==> src/rtl/instr_encode_loader.sv <==
// Packs decoded MIPS fields into 32-bit words, buffers them in a FIFO and streams them
// into instruction memory. Define INSTR_ENC_CHECK_EN to add format/opcode consistency checks.
module instr_encode_loader #(
  parameter int DEPTH     = 4,
  parameter int ADDR_W    = 10,
  parameter int BASE_ADDR = 0
) (
  input  logic              clk,
  input  logic              reset_n,
  input  logic              start_i,
  input  logic              valid_i,
  output logic              ready_o,
  input  logic              last_i,
  input  logic [1:0]        fmt_i,
  input  logic [5:0]        op_i,
  input  logic [4:0]        rs_i,
  input  logic [4:0]        rt_i,
  input  logic [4:0]        rd_i,
  input  logic [4:0]        shamt_i,
  input  logic [5:0]        funct_i,
  input  logic [15:0]       imm_i,
  input  logic [25:0]       target_i,
  input  logic              mem_ready_i,
  output logic              wr_en_o,
  output logic [ADDR_W-1:0] wr_addr_o,
  output logic [31:0]       wr_data_o,
  output logic [ADDR_W-2:0] count_o,
  output logic              done_o,
  output logic              err_o
);

  localparam int PTR_W = $clog2(DEPTH);
  localparam logic [ADDR_W-1:0] BASE      = BASE_ADDR[ADDR_W-1:0];
  localparam logic [ADDR_W-1:0] ADDR_STEP = 4;
  localparam logic [ADDR_W-2:0] CNT_ONE   = 1;
  localparam logic [PTR_W:0]    PTR_ONE   = 1;

  typedef enum logic [1:0] {S_IDLE, S_LOAD, S_DRAIN, S_DONE} state_t;

  state_t             r_state;
  state_t             w_next;
  logic [31:0]        r_fifo [DEPTH];
  logic [PTR_W:0]     r_wptr;
  logic [PTR_W:0]     r_rptr;
  logic [ADDR_W-1:0]  r_addr;
  logic [ADDR_W-2:0]  r_count;
  logic               r_err;
  logic               r_wr_en;
  logic [ADDR_W-1:0]  r_wr_addr;
  logic [31:0]        r_wr_data;

  logic               w_empty;
  logic               w_full;
  logic               w_ready;
  logic               w_push;
  logic               w_pop;
  logic [31:0]        w_word;
  logic               w_bad;

  // Pointers carry one extra wrap bit so full and empty can be told apart.
  assign w_empty = (r_wptr == r_rptr);
  assign w_full  = (r_wptr[PTR_W] != r_rptr[PTR_W]) &&
                   (r_wptr[PTR_W-1:0] == r_rptr[PTR_W-1:0]);
  assign w_push  = valid_i && w_ready;
  assign w_pop   = ((r_state == S_LOAD) || (r_state == S_DRAIN)) && !w_empty && mem_ready_i;

  always_comb begin
    w_word = '0;
    w_bad  = 1'b0;
    case (fmt_i)
      2'd0:    w_word = {op_i, rs_i, rt_i, rd_i, shamt_i, funct_i};
      2'd1:    w_word = {op_i, rs_i, rt_i, imm_i};
      2'd2:    w_word = {op_i, target_i};
      default: w_bad  = 1'b1;
    endcase
`ifdef INSTR_ENC_CHECK_EN
    case (fmt_i)
      2'd0:    if (op_i != 6'd0) w_bad = 1'b1;
      2'd1:    if ((op_i == 6'd0) || (op_i == 6'd2) || (op_i == 6'd3)) w_bad = 1'b1;
      2'd2:    if ((op_i != 6'd2) && (op_i != 6'd3)) w_bad = 1'b1;
      default: w_bad = 1'b1;
    endcase
`endif
    if (w_bad) w_word = '0;
  end

  // DRAIN waits for the last registered write to leave before reporting completion.
  always_comb begin
    w_next  = r_state;
    w_ready = 1'b0;
    done_o  = 1'b0;
    case (r_state)
      S_IDLE:  if (start_i) w_next = S_LOAD;
      S_LOAD: begin
        w_ready = !w_full;
        if (valid_i && !w_full && last_i) w_next = S_DRAIN;
      end
      S_DRAIN: if (w_empty && !r_wr_en) w_next = S_DONE;
      S_DONE: begin
        done_o = 1'b1;
        w_next = S_IDLE;
      end
      default: w_next = S_IDLE;
    endcase
  end

  always_ff @(posedge clk) begin
    if (w_push) r_fifo[r_wptr[PTR_W-1:0]] <= w_word;
  end

  always_ff @(posedge clk or negedge reset_n) begin
    if (!reset_n) begin
      r_state   <= S_IDLE;
      r_wptr    <= '0;
      r_rptr    <= '0;
      r_addr    <= BASE;
      r_count   <= '0;
      r_err     <= 1'b0;
      r_wr_en   <= 1'b0;
      r_wr_addr <= '0;
      r_wr_data <= '0;
    end else begin
      r_state <= w_next;
      r_wr_en <= w_pop;
      if ((r_state == S_IDLE) && start_i) begin
        r_addr  <= BASE;
        r_count <= '0;
        r_err   <= 1'b0;
      end
      if (w_push) begin
        r_wptr <= r_wptr + PTR_ONE;
        if (w_bad) r_err <= 1'b1;
      end
      if (w_pop) begin
        r_rptr    <= r_rptr + PTR_ONE;
        r_wr_addr <= r_addr;
        r_wr_data <= r_fifo[r_rptr[PTR_W-1:0]];
        r_addr    <= r_addr + ADDR_STEP;
        r_count   <= r_count + CNT_ONE;
      end
    end
  end

  assign ready_o   = w_ready;
  assign wr_en_o   = r_wr_en;
  assign wr_addr_o = r_wr_addr;
  assign wr_data_o = r_wr_data;
  assign count_o   = r_count;
  assign err_o     = r_err;

endmodule
==> config.mk <==
export PLATFORM = sky130hd
export DESIGN_NAME = instr_encode_loader
export DESIGN_NICKNAME = d
export VERILOG_FILES = /design/src/rtl/instr_encode_loader.sv
export SDC_FILE = /design/constraint.sdc
export NUM_CORES = 1
export LEC_CHECK = 0
export CAP_MARGIN = 20
export CORE_MARGIN = 2
export CORE_UTILIZATION = 50
export CTS_CLUSTER_SIZE = 25
export DETAILED_ROUTE_END_ITERATION = 16
export PLACE_DENSITY_LB_ADDON = 0.3
export SLEW_MARGIN = 5
export SYNTH_ARGS = -nofsm -noshare
export SYNTH_HDL_FRONTEND = slang
export SYNTH_SLANG_ARGS = --single-unit
==> constraint.sdc <==
create_clock -name clk -period 4 [get_ports clk]
set_clock_uncertainty 0.1 [all_clocks]
set_input_delay 0.8 -clock clk [delete_from_list [all_inputs] [get_ports clk]]
set_output_delay 0.8 -clock clk [all_outputs]
set_load 0.01 [all_outputs]
==> run metrics <==
CTS H-tree lvls=4; Syn Std Cell Area=roughly 8100 um2; min Tclk post-route=between 2 and 3 ns; crit path cell chain=buf_4, xor2_1, o311ai_4, inv_2, a21oi_2, a22o_1; initial antenna violation count=0; first-pass GRT wire length=between 20,000 and 30,000 um; Setup WS pre-CTS=roughly 0.87 ns; synth warn=0; Avg WL per Cell=17.9 um; clock slew seen by the registers of the worst setup and hold paths=0.07 ns; number of port buffers=134; Worst VDD drop=about 0.00046 V; total congestion overflow=0; Filler cells=1,187; simple-gate share of the synthesized area=10.8%; Area after DPL=9650 um2; # rows=46; CTS tree=done; placer congestion estimate=0.743; Hold Path Depth=2; DRT iter0 DRCs=about 290; Detailed Place HPWL=around 11,000 um; latest clock arrival within the worst-skew pair=0.43 ns; Ports=137; largest family of logic cells by synthesized area=multiplexers; Setup Crit Path Kind=reg -> reg; Post-Synth XOR/XNOR Area=1.08%; Adder-Cell Fraction of Synth Area=1.69%; most frequent cells in the layout=nand2_1, clkdlybuf4s50_1, edfxtp_1; max-slew violation count=0; Async S/R FF share, synth=between 30 and 40%; critical path endpoint category=register; Seq cells post-synth=195; CTS hold repair buffers=0; clock root buffer=clkbuf_16; Hold Slack=roughly 0.37 ns; Max Freq=340 MHz; commonest non-fill, non-tap cell in the layout=nand2_1; final total power=around 6.7 mW; post-route ant nets=0; Min-Delay Endpoint=wr_addr_o[4]; top post-synthesis cells by area=edfxtp_1, dfrtp_1, mux4_2, nand2_1, mux2i_1; critical path arrival=roughly 3.2 ns; TritonCTS Sinks=around 200; post-synth top area cell=edfxtp_1; DRT Wirelength=between 15,000 and 20,000 um; CTS max path bufs=2; DRC=0; Max FO, Critical Path=41; RSZ-0062 raised after global routing=false; setup ws final=about 1.1 ns; post-synthesis mux area share=between 10% and 20%; Hold Crit Start=wr_addr_o[4]; EDFF count, synth=128; Global Route Usage Sum=roughly a fifth; Critical-path top delay cell=a21oi_2; DRT Pass-1 Iters=4; Final Hold Fails=0; Ant. Diodes=0; reg2reg end=count_o[4]; number of global-route vias before repair=5,359; final period utilization=about three quarters; P&R area growth vs syn=25.6%; Die Ht=between 100 and 150 um; max cap viols=0; Reg2Reg Setup Slack=roughly 1.1 ns; ys flop type=edfxtp_1; Core Area=~16,000 um2; Worst Max-Slew Pin Slew=1.10 ns; leakage power=between 4 and 5 nW; fin area=10,200 um2; Largest stage delay, worst path=approximately 0.65 ns; Post-Syn Area per Cell=approximately 14 um2; sequential element share of the synthesized area=between 60% and 70%; Die Wd=between 100 and 150 um; die area=roughly 17,000 um2; Via density=5.42; post-CTS sizing=0; share of cells above drive strength 1=between 10% and 20%; PD cells=651 nW/um2; Nets=around 800; Via Count=slightly above 5k; Synth Area in Compound Gates=under 10%; status=finished clean; HP Class=reg -> reg; worst r2r src=r_rptr[0]; postcts setup bufs=0; largest net degree at the start of global routing=between 60 and 70; Worst Reg-to-Reg Cells=6; area share of the largest cell type after synthesis=between 40% and 50%; final setup vio count=0; CP required=roughly 4.3 ns; CTS buffer count=17; Setup TNS Final=0 ns; post-synthesis cell type count=44; Cells after Synth=around 580; Worst setup SP type=register; Max-slew headroom=a little over a quarter; Initial Util=approximately 50%
[stage by stage]
| step | util [%] | cells |
|---|---|---|
| floorplan | - | 578 |
| global placement | 60.7 | 902 |
| detailed placement | 60.7 | 902 |
| CTS | 64.4 | 934 |
| global route | 64.4 | 935 |
| finish | 64.4 | 935 |
[logic make-up after synthesis]
kind of cell    after synthesis
fa+ha+maj                    11
other cells                   1
flops                       195
buf+inv                      50
xor+xnor                     10
mux                          49
compound gates               56
simple gates                205
[routing by layer]
metal	track usage (%)	vias up	part of all wire (%)
li1	-	2335	-
met1	25.3	2532	42
met2	35.5	177	51
met3	4.78	20	5.8
met4	7.79	0	1.6
met5	0	-	0
[final cells by class]
cell class | count | area (um2) | share of cell area [%]
clock buffer | 19 | 453 | 4.43
clock inverter | 13 | 125 | 1.22
inverter | 18 | 67.6 | 0.660
multi-input combinational | 333 | 2410 | 23.5
sequential | 195 | 5520 | 54.0
tap | 216 | 270 | 2.64
timing repair buffer | 141 | 1390 | 13.6
[critical path: cells and delay by family, from the launching register on]
kind / cells / cell delay [ns]
AO/OA/AOI/OAI: 3 / 1.24
XOR/XNOR: 1 / 0.24
buffers and inverters: 2 / 0.92
flip-flops: 1 / 0.36
[state kept, by name, indices dropped and copies added, names as in the netlist]
| name | cells |
|---|---|
| count_o | 9 |
| r_rptr | 3 |
| r_fifo | 128 |
| r_state | 2 |
| wr_en_o | 1 |
| r_addr | 8 |
| r_wptr | 3 |
| wr_data_o | 32 |
| err_o | 1 |
| wr_addr_o | 8 |
[power by group]
part | internal (mW) | switching [mW]
clock | 0.902 | 0.748
sequential | 2.56 | 0.219
combinational | 1.03 | 1.21
[how the worst max path moves through the flow]
stage	startpoint	to	slack [ns]	cells after the start
floorplan	valid_i	r_fifo[3][0]	1.42	3
global placement	valid_i	r_fifo[1][4]	0.90	4
detailed placement	valid_i	r_fifo[3][15]	0.87	5
finish	r_rptr[0]	count_o[4]	1.06	6
global route	r_rptr[0]	r_addr[7]	0.74	6
CTS	r_rptr[0]	count_o[4]	0.99	6
[cells in the mapped netlist (9+ instances only)]
| library cell | instances |
|---|---|
| nand2_1 | 154 |
| edfxtp_1 | 128 |
| dfrtp_1 | 67 |
| mux4_2 | 32 |
| o21ai_0 | 30 |
| inv_1 | 17 |
| mux2i_1 | 16 |
| buf_2 | 13 |
| a211o_1 | 11 |
| and2_1 | 11 |
| ha_1 | 11 |
| clkbuf_1 | 10 |
| and3_1 | 9 |
No activity file was read; power rests on OpenSTA's default activity.
